### src/rtl/isqrt_seq_if.sv
// Producer/consumer bus for isqrt_seq: start/din request, busy/valid/root(/rem) result.
// The rem signal exists only when ISQRT_REM_EN is defined.
interface isqrt_seq_if #(
    parameter int WIDTH = 16
);
    localparam int RW = WIDTH / 2;

    logic             start;
    logic [WIDTH-1:0] din;
    logic             busy;
    logic             valid;
    logic [RW-1:0]    root;
`ifdef ISQRT_REM_EN
    logic [RW:0]      rem;
`endif

    modport master (
        output start,
        output din,
        input  busy,
        input  valid,
        input  root
`ifdef ISQRT_REM_EN
        , input rem
`endif
    );

    modport slave (
        input  start,
        input  din,
        output busy,
        output valid,
        output root
`ifdef ISQRT_REM_EN
        , output rem
`endif
    );
endinterface

### src/rtl/isqrt_seq.sv
// Sequential restoring integer square root, one root bit per clock, controller and datapath together.
// Optional macro ISQRT_REM_EN adds the registered remainder output.
module isqrt_seq #(
    parameter int WIDTH = 16
) (
    input  logic        clk,
    input  logic        reset,
    isqrt_seq_if.slave  bus,
    output logic [1:0]  state
);
    localparam int RW = WIDTH / 2;
    localparam int CW = (RW > 1) ? $clog2(RW) : 1;

    typedef enum logic [1:0] {
        IDLE = 2'd0,
        CALC = 2'd1,
        DONE = 2'd2
    } state_t;

    state_t           state_q;
    logic [WIDTH-1:0] x_q;
    logic [RW:0]      wrem_q;
    logic [RW-1:0]    wroot_q;
    logic [CW-1:0]    cnt_q;
    logic [RW-1:0]    root_q;
    logic             busy_q;
    logic             valid_q;
`ifdef ISQRT_REM_EN
    logic [RW:0]      rem_q;
`endif

    logic [RW+2:0]    trial;
    logic [RW+2:0]    divisor;
    logic             fits;
    logic [RW:0]      wrem_d;
    logic [RW-1:0]    wroot_d;

    // One extra top bit on trial/divisor keeps the compare exact; the difference always fits RW+1 bits.
    always_comb begin
        trial   = {wrem_q, x_q[WIDTH-1 -: 2]};
        divisor = {1'b0, wroot_q, 2'b01};
        fits    = (trial >= divisor);
        wrem_d  = fits ? (trial[RW:0] - divisor[RW:0]) : trial[RW:0];
        wroot_d = {wroot_q[RW-2:0], fits};
    end

    always_ff @(posedge clk) begin
        if (reset) begin
            state_q <= IDLE;
            x_q     <= '0;
            wrem_q  <= '0;
            wroot_q <= '0;
            cnt_q   <= '0;
            root_q  <= '0;
            busy_q  <= 1'b0;
            valid_q <= 1'b0;
`ifdef ISQRT_REM_EN
            rem_q   <= '0;
`endif
        end else begin
            case (state_q)
                IDLE, DONE: begin
                    if (bus.start) begin
                        x_q     <= bus.din;
                        wrem_q  <= '0;
                        wroot_q <= '0;
                        cnt_q   <= CW'(RW - 1);
                        busy_q  <= 1'b1;
                        valid_q <= 1'b0;
                        state_q <= CALC;
                    end
                end
                CALC: begin
                    x_q     <= x_q << 2;
                    wrem_q  <= wrem_d;
                    wroot_q <= wroot_d;
                    if (cnt_q == '0) begin
                        root_q  <= wroot_d;
`ifdef ISQRT_REM_EN
                        rem_q   <= wrem_d;
`endif
                        busy_q  <= 1'b0;
                        valid_q <= 1'b1;
                        state_q <= DONE;
                    end else begin
                        cnt_q <= cnt_q - 1'b1;
                    end
                end
                default: begin
                    busy_q  <= 1'b0;
                    valid_q <= 1'b0;
                    state_q <= IDLE;
                end
            endcase
        end
    end

    assign bus.busy  = busy_q;
    assign bus.valid = valid_q;
    assign bus.root  = root_q;
`ifdef ISQRT_REM_EN
    assign bus.rem   = rem_q;
`endif
    assign state     = state_q;
endmodule

### src/flat_wrapper.sv
// flat-port wrapper written by rule: the top's interface ports become plain ports
module isqrt_seq_flat 
#(
    parameter int WIDTH = 16
)
  (clk, reset, state, bus_start, bus_din, bus_busy, bus_valid, bus_root);
  isqrt_seq_if #(.WIDTH(WIDTH)) bus_i ();
  input  logic clk;
  input  logic reset;
  output logic [1:0] state;
  input wire logic [$bits(bus_i.start)-1:0] bus_start;
  input wire logic [$bits(bus_i.din)-1:0] bus_din;
  output wire logic [$bits(bus_i.busy)-1:0] bus_busy;
  output wire logic [$bits(bus_i.valid)-1:0] bus_valid;
  output wire logic [$bits(bus_i.root)-1:0] bus_root;
  assign bus_i.start = bus_start;
  assign bus_i.din = bus_din;
  assign bus_busy = bus_i.busy;
  assign bus_valid = bus_i.valid;
  assign bus_root = bus_i.root;
  isqrt_seq #(.WIDTH(WIDTH)) u_core (.clk(clk), .reset(reset), .bus(bus_i), .state(state));
endmodule
### config.mk
export PLATFORM = sky130hd
export DESIGN_NAME = isqrt_seq_flat
export DESIGN_NICKNAME = d
export VERILOG_FILES = /design/src/rtl/isqrt_seq_if.sv /design/src/rtl/isqrt_seq.sv /design/src/flat_wrapper.sv
export SDC_FILE = /design/constraint.sdc
export NUM_CORES = 1
export LEC_CHECK = 0
export ABC_AREA = 0
export CAP_MARGIN = 30
export CORE_AREA = 2 2 74 129
export DETAILED_ROUTE_END_ITERATION = 12
export DIE_AREA = 0 0 76 131
export GPL_ROUTABILITY_DRIVEN = 0
export PLACE_DENSITY = 0.51
export SLEW_MARGIN = 30
export SYNTH_ARGS = -nofsm -noshare
export SYNTH_HDL_FRONTEND = slang
export SYNTH_SLANG_ARGS = --single-unit
### constraint.sdc
create_clock -name clk -period 2.1 [get_ports clk]
set_input_delay 0.315 -clock clk [delete_from_list [all_inputs] [get_ports clk]]
set_output_delay 0.315 -clock clk [all_outputs]
set_load 0.02 [all_outputs]
==> impl_metrics.yaml, run 1 <==
drt:
  vias_per_cell: 4.60
  final_antenna_net_count: 0
  wl_per_cell_um: 12.8
  route.detailed.drc: 0
  first_iter_violations: 97
  vias: 2029
  wirelength_um: 5640
  dr.pass1.iters: 4
floorplan:
  start_util: 0.255
  die_area_mm2: 0.00996
  io_pins: 31
  core_area_mm2: 0.00892
  rows: 46
  die_width_um: 76
  die_y_um: 131
critical_path:
  critPathMaxFanout: 7
  path_buf_inv: 1
  crit_type: "register to register"
  critPathMaxStageDelay_ns: 0.42
  r2r_end: "u_core.wrem_q[2]"
  r2r_start: "u_core.wrem_q[6]"
  worstRegToRegCells: 7
  worstSetupStartpoint: "u_core.wrem_q[6]"
  end_kind: "register"
  crit_chain: "ha_4, a21o_1, a2111oi_4, nand2_2, buf_12, mux2i_1, o21ai_1"
  setup.worst_path.end: "u_core.wrem_q[2]"
  cp.arrival_ns: 2.17
  cp-start-kind: "register"
  r2r_slack_ns: 0.10
  cp_slowest_cell: "dfxtp_1"
  path_delay_family: "compound AO/OA/AOI/OAI gates"
  crit_required_ns: 2.27
  path_depth: 7
yosys:
  synth.distinct_cells: 38
  ys_ff_latch: 47
  syn_nets: 307
  syn_area_mm2: 0.00228
  synth_area_per_cell_um2: 8.26
  yosysSeqAreaShare: 0.413
  synth_edf_count: 0
  ys.flop_type: "dfxtp_1"
  synthArstFlopShare: 0
  synthCells: 276
  synth_warnings: 0
finish:
  final_cell_mix: "nand2_1, dfxtp_1, nor2_1"
  instances_no_fill: 441
  design_area_mm2: 0.00308
  final_common_cell: "nand2_1"
  antenna_cells: 0
  nets: 351
  area_delta_synth_final_pct: 35.0
  layout-drive-gt1-share: 0.146
sta:
  worst_slew_pin_slew_ns: 0.552
  maxSlewViolCount: 0
  max_freq_mhz: 501
  fin_crit_sh: 0.950
  finalCriticalPeriod_ns: 2.00
  final.setup.worst_slack_ns: 0.104
  max-slew-margin-rel: 0.630
  hold_slack_ns: 0.454
  skew_ns: 0.00621
  hold_viol_final: 0
  setup_viol: 0
  rsz0062_at_grt: "no"
clock_tree:
  numCtsBuffers: 5
  cts_tree: "yes"
  cts-root-buf: "clkbuf_16"
  insertion_delay_ns: 0.29
  cts_buffer_depth: 2
  cts_sinks: 47
  clk_pin_slew_ns: 0.07
  htree_levels: 2
outcome:
  status: "complete, no violations"
power_and_ir_drop:
  p_total_mw: 4.57
  ir_drop_v: 0.000630
  leakage_nw: 1.14
  powerDensity_mw_per_mm2: 1490
placed_design:
  place_area_mm2: 0.00283
  port_buffers: 30
  pre_cts_ws_ns: -0.0159
  dp_cells: 431
  place_hpwl_um: 4160
global_routing:
  track_usage: 0.119
  grt_pass1_wl_um: 9470
  antenna_found_initial: 0
  grt_overflow_total: 0
  grt_pass1_vias: 2014
  grt_max_degree: 41
run:
  cap_violations: 0
hold_path:
  hold_class: "register to register"
  min_from: "u_core.bus.root[2]"
how the worst min path moves through the flow:
stage,end,cells after the start
after CTS,u_core.bus.root[2],2
after floorplan,u_core.wrem_q[7],2
after global placement,u_core.bus.root[7],2
after detailed placement,u_core.bus.root[2],2
final,u_core.bus.root[2],2
after global routing,u_core.bus.root[2],2
power breakdown:
group | switching (mW) | internal, mW | total [mW]
combinational | 1.21 | 1.29 | 2.50
sequential | 0.117 | 1.02 | 1.14
clock | 0.343 | 0.592 | 0.935
total | 1.67 | 2.90 | 4.57
through the flow:
stage	TNS (ns)	util
6_report	0	0.345
5_1_grt	0	0.345
4_1_cts	0	0.338
3_5_place_dp	-0.0174	0.317
3_3_place_gp	0	0.317
2_1_floorplan	0	-
cell families (layout without fill, tap and decap cells):
group / after synthesis / in the layout / synth area share
buf+inv: 29 / 74 / 0.0533
fa+ha+maj: 12 / 12 / 0.0659
mux: 8 / 8 / 0.0351
simple gates: 110 / 110 / 0.205
xor+xnor: 10 / 10 / 0.0384
compound gates: 60 / 60 / 0.189
flops: 47 / 47 / 0.413
worst reg2reg max path: cells and delay by family, from the launching register on:
family	cells	cell delay, ns
compound gates	3	0.67
fa+ha+maj	1	0.24
buf+inv	1	0.19
flops	1	0.42
mux	1	0.18
simple gates	1	0.18
synth_stat cells, drive strengths merged (3+ instances only):
cell	instances	area [µm²]
dfxtp	47	941
o21ai	11	55.1
nor2	31	116
buf	6	35.0
nand2	57	216
nand2b	3	18.8
ha	12	150
a311oi	14	123
nor3	8	45.0
inv	13	48.8
a21oi	13	65.1
nor2b	4	25.0
clkbuf	10	37.5
xnor2	5	43.8
a22oi	8	60.1
xor2	5	43.8
nand3	3	15.0
mux2i	8	80.1
sequential cells by signal, summed over array words and instances (netlist names):
name,flops
u_core.x_q,16
u_core.wrem_q,9
u_core.bus.root,8
u_core.wroot_q,8
u_core.cnt_q,3
u_core.state,2
u_core.bus.busy,1
layout make-up:
| class | count | area [µm²] |
|---|---|---|
| multi-input cells | 200 | 1270 |
| fillers | 934 | 5850 |
| clock buffers | 6 | 139 |
| well taps | 120 | 150 |
| inverters | 13 | 48.8 |
| flip-flops and latches | 47 | 945 |
| repair buffers | 53 | 485 |
| clock inverters | 2 | 35.0 |
routing by layer:
metal  vias up  track usage  part of all wire
met2        31        0.230              0.55
met3        12       0.0213             0.027
met4         0       0.0652             0.034
met5         -            0                 0
met1       947        0.121              0.39
li1       1039            -                 -
what timing repair did:
item | in CTS | in global routing
endpoints found under the setup margin | 3 | 10
buffers inserted | 1 | 1
resized for setup | 1 | 10
pin swaps | 1 | 4
hold buffers | 0 | 0
Note: power is estimated with default switching activity, not from simulation.
==> inputs of run 2 (changes only) <==
CAP_MARGIN = 20   (was 30)
CORE_AREA = 2 2 53 91   (was 2 2 74 129)
DIE_AREA = 0 0 55 93   (was 0 0 76 131)
PLACE_DENSITY = 0.84   (was 0.51)
==> run 2 against run 1 <==
  * Design area down 4.8%
  * Global-route usage up 12 points
  * Critical path depth up 2
  * Power down 1.8%
  * Cell count down 16%
  * Worst hold slack better by 0.0044 ns
  * Sequential share of layout area up 1.5 points
  * Critical path type unchanged
  * Clock skew about the same
  * Routed wire length down 8.8%
==> impl_metrics.yaml, run 2 (synthesized netlist as in run 1, its figures left out) <==
outcome:
  status: "complete, no violations"
sta:
  final.setup.worst_slack_ns: 0.152
  worst_slew_pin_slew_ns: 0.601
  max_freq_mhz: 513
  fin_crit_sh: 0.927
  finalCriticalPeriod_ns: 1.95
  hold_viol_final: 0
  maxSlewViolCount: 0
  hold_slack_ns: 0.458
  setup_viol: 0
  max-slew-margin-rel: 0.597
  skew_ns: 0.00625
  rsz0062_at_grt: "no"
finish:
  antenna_cells: 0
  design_area_mm2: 0.00293
  nets: 351
  area_delta_synth_final_pct: 28.6
  layout-drive-gt1-share: 0.131
  post-route-util: 0.665
  final_cell_mix: "nand2_1, dfxtp_1, nor2_1"
  reg_top3: "u_core.x_q (16), u_core.wrem_q (9)"
  nFillCells: 364
  regMostFlops: "u_core.x_q"
  final_common_cell: "nand2_1"
  largest_reg_flops: 16
critical_path:
  cp_common_cell: "o21ai_1"
  cp.arrival_ns: 2.14
  path_delay_family: "compound AO/OA/AOI/OAI gates"
  end_kind: "register"
  critPathMaxStageDelay_ns: 0.40
  cp_slowest_cell: "dfxtp_1"
  r2r_start: "u_core.wroot_q[0]"
  crit_type: "register to register"
  critPathMaxFanout: 6
  crit_chain: "inv_1, ha_1, o21ai_1, a21oi_1, o21bai_2, nand2_4, buf_12, mux2i_1, o21ai_1"
  r2r_slack_ns: 0.15
  cp-start-kind: "register"
  worstRegToRegCells: 9
  r2r_end: "u_core.wrem_q[5]"
  path_buf_inv: 2
  crit_required_ns: 2.29
power_and_ir_drop:
  leakage_nw: 1.12
  ir_drop_v: 0.00155
  powerDensity_mw_per_mm2: 1530
hold_path:
  holdPathStages: 2
  min_to: "u_core.bus.root[7]"
  min_from: "u_core.bus.root[7]"
  hold_class: "register to register"
clock_tree:
  cts-root-buf: "clkbuf_8"
  cts_tree: "yes"
  cts_buffer_depth: 2
  clk_pin_slew_ns: 0.09
  numCtsBuffers: 5
  holdBufCountCts: 0
  cts_sinks: 47
  insertion_delay_ns: 0.31
  htree_levels: 2
floorplan:
  die_y_um: 93
  start_util: 0.517
  io_pins: 31
  die_area_mm2: 0.00512
  rows: 32
  die_width_um: 55
  core_area_mm2: 0.00440
drt:
  first_iter_violations: 50
  dr.pass1.iters: 4
  vias_per_cell: 5.59
  final_antenna_net_count: 0
  wirelength_um: 5140
  route.detailed.drc: 0
  vias: 2079
  wl_per_cell_um: 13.8
placed_design:
  pre_cts_ws_ns: -0.0599
  place_hpwl_um: 3770
  port_buffers: 30
  place_area_mm2: 0.00273
global_routing:
  grt_max_degree: 41
  grt_pass1_wl_um: 9060
  grt_pass1_vias: 2104
  antenna_found_initial: 0
  track_usage: 0.239
  grt_overflow_total: 0
run:
  cap_violations: 0
-- run 2: metrics by stage --
step | power [mW] | cells | setup TNS (ns)
floorplan | 2.76 | 276 | 0
global placement | 3.32 | 361 | 0
detailed placement | 3.38 | 361 | -0.168
CTS | 4.44 | 372 | 0
global route | 4.80 | 372 | 0
finish | 4.49 | 372 | 0
-- run 2: area by class of cell --
cell class | instances | area [µm²] | share of cell area
Clock buffer | 5 | 68.8 | 0.0235
Clock inverter | 3 | 67.6 | 0.0231
Inverter | 13 | 48.8 | 0.0167
Multi-Input combinational cell | 200 | 1250 | 0.427
Sequential cell | 47 | 943 | 0.322
Tap cell | 51 | 63.8 | 0.0218
Timing Repair Buffer | 53 | 485 | 0.166
-- run 2: what timing repair did --
action	in CTS	in global routing
hold endpoints to repair	0	0
pin swaps	1	4
setup endpoints to repair	6	10
resized for setup	2	5
buffers inserted	3	0
-- run 2: layer usage --
layer  track usage  vias up  part of all wire
met5             0        -                 0
met4         0.136        0             0.040
met3        0.0367       19             0.023
met2         0.405       45              0.56
met1         0.267      979              0.38
li1              -     1036                 -
-- run 2: power breakdown --
group          leakage (nW)  switching (mW)  internal, mW
sequential            0.386           0.121          1.02
clock                0.0644           0.315         0.475
combinational         0.666            1.19          1.37
-- run 2: worst max path at each step --
| stage | slack [ns] | cells past startpoint | to | start |
|---|---|---|---|---|
| floorplan | 0.19 | 9 | u_core.wroot_q[0] | u_core.wroot_q[2] |
| global placement | 0.006 | 6 | u_core.wrem_q[8] | bus_start |
| detailed placement | -0.06 | 6 | u_core.wrem_q[8] | bus_start |
| CTS | 0.04 | 9 | u_core.wrem_q[5] | u_core.wroot_q[2] |
| global route | 0.01 | 9 | u_core.wrem_q[5] | u_core.wroot_q[0] |
| finish | 0.15 | 9 | u_core.wrem_q[5] | u_core.wroot_q[0] |
-- run 2: worst reg2reg max path: stages (launching register included) --
cell and delay, ns:
dfxtp_1 0.40, inv_1 0.06, ha_1 0.35, o21ai_1 0.17, a21oi_1 0.14, o21bai_2 0.21, nand2_4 0.12, buf_12 0.17
mux2i_1 0.14, o21ai_1 0.07
==> inputs of run 3 (changes only) <==
CTS_BUF_LIST = sky130_fd_sc_hd__clkbuf_8 sky130_fd_sc_hd__clkbuf_16   (was not set)
MAX_ROUTING_LAYER = met4   (was not set)
==> run 3 against run 2 <==
  * Worst hold slack got worse by 0.00064 ns
  * Largest power group unchanged
  * Sequential cell count stayed put
  * Highest routed layer unchanged
  * Routed wire length about the same
  * Sequential power barely moved
  * Count of clock-buffer cells in the layout is the same
  * Utilization stayed put
==> impl_metrics.yaml, run 3 (synthesized netlist as in run 1, its figures left out) <==
outcome:
  status: "complete, no violations"
critical_path:
  critPathMaxFanout: 4
  path_depth: 8
  r2r_slack_ns: 0.15
  r2r_start: "u_core.wroot_q[0]"
  worstRegToRegCells: 8
  path_buf_inv: 1
  worstSetupStartpoint: "u_core.wroot_q[0]"
  cp_slowest_cell: "dfxtp_1"
  crit_chain: "inv_1, ha_1, nor2b_1, o2111ai_1, nand3_1, a31oi_1, xnor2_1, a31o_1"
  path_delay_family: "compound AO/OA/AOI/OAI gates"
  setup.worst_path.end: "u_core.wrem_q[8]"
  end_kind: "register"
  cp.arrival_ns: 2.16
  r2r_end: "u_core.wrem_q[8]"
  crit_type: "register to register"
  cp-start-kind: "register"
  critPathMaxStageDelay_ns: 0.40
  crit_required_ns: 2.31
hold_path:
  holdPathStages: 2
  hold_class: "register to register"
sta:
  max_freq_mhz: 514
  hold_viol_final: 0
  setup_viol: 0
  worst_slew_pin_slew_ns: 0.622
  tns_ns: 0
  maxSlewViolCount: 0
  max-slew-margin-rel: 0.583
  finalCriticalPeriod_ns: 1.95
  rsz0062_at_grt: "no"
  skew_ns: 0.00732
  final.setup.worst_slack_ns: 0.153
  fin_crit_sh: 0.927
power_and_ir_drop:
  p_sw_mw: 1.62
  leakage_nw: 1.12
  seq_power_share: 0.255
  ir_drop_v: 0.00155
  switching_share: 0.361
  power.internal_mw: 2.87
  powerDensity_mw_per_mm2: 1530
  combPwrFrac: 0.570
  p_clk_frac: 0.175
clock_tree:
  numCtsBuffers: 5
  insertion_delay_ns: 0.31
  cts_buffer_depth: 2
  holdBufCountCts: 0
  clk_pin_slew_ns: 0.09
  cts_tree: "yes"
  cts_sinks: 47
  cts-root-buf: "clkbuf_8"
  htree_levels: 2
global_routing:
  grt_max_degree: 41
  grt_pass1_wl_um: 9050
  track_usage: 0.244
  antenna_found_initial: 0
  grt_pass1_vias: 2099
  grt_overflow_total: 0
finish:
  final_cell_mix: "nand2_1, dfxtp_1, nor2_1"
  regMostFlops: "u_core.x_q"
  post-route-util: 0.665
  reg_top3: "u_core.x_q (16), u_core.wrem_q (9)"
  nets: 351
  final_common_cell: "nand2_1"
  antenna_cells: 0
  largest_reg_flops: 16
  area_delta_synth_final_pct: 28.6
  instances_no_fill: 372
  layout-drive-gt1-share: 0.131
placed_design:
  pre_cts_ws_ns: -0.0599
  dp_cells: 361
  port_buffers: 30
  place_hpwl_um: 3770
floorplan:
  die_y_um: 93
  start_util: 0.517
  die_width_um: 55
  die_area_mm2: 0.00512
  core_area_mm2: 0.00440
  rows: 32
  io_pins: 31
run:
  cap_violations: 0
drt:
  vias_per_cell: 5.57
  route.detailed.drc: 0
  first_iter_violations: 62
  wirelength_um: 5140
  dr.pass1.iters: 4
  final_antenna_net_count: 0
  wl_per_cell_um: 13.8
  vias: 2073
-- run 3: worst min-delay path, stage by stage, from the launching register on --
cell	delay, ns
dfxtp_1	0.32
nand2_1	0.05
a21oi_1	0.05
-- run 3: power by group through the flow --
stage	Clock, mW	Sequential [mW]	Combinational [mW]
6_report	0.785	1.14	2.56
5_1_grt	0.829	1.16	2.81
4_1_cts	0.801	1.14	2.51
3_5_place_dp	0	1.16	2.22
3_3_place_gp	0	1.15	2.17
2_1_floorplan	0	1.13	1.63
-- run 3: cell type report --
class,instances,area [µm²]
clock buffers,5,68.8
clock inverters,3,67.6
fillers,364,1480
inverters,13,48.8
multi-input cells,200,1250
flip-flops and latches,47,943
well taps,51,63.8
repair buffers,53,485
-- run 3: stage by stage --
stage	power (mW)	hold slack [ns]	area, µm²
final	4.49	0.458	2930
after global routing	4.79	0.479	2930
after CTS	4.44	0.462	2900
after detailed placement	3.38	0.449	2730
after global placement	3.32	0.444	2730
after floorplan	2.76	0.429	2280
-- run 3: per-layer routing --
layer,part of all wire,global-route usage
met3,0.026,0.0367
met1,0.38,0.268
met4,0.039,0.136
met2,0.55,0.403
met5,0,-
-- run 3: what timing repair did --
action,CTS,global route
resized for setup,2,5
pin swaps,1,4
setup buffers,3,0
hold endpoints to repair,0,0
endpoints found under the setup margin,6,10
-- run 3: worst min path at each step --
stage	startpoint	end
2_1_floorplan	u_core.wrem_q[7]	u_core.wrem_q[7]
3_3_place_gp	u_core.bus.root[3]	u_core.bus.root[3]
3_5_place_dp	u_core.bus.root[7]	u_core.bus.root[7]
4_1_cts	u_core.bus.root[7]	u_core.bus.root[7]
5_1_grt	u_core.bus.root[4]	u_core.bus.root[4]
6_report	u_core.bus.root[7]	u_core.bus.root[7]
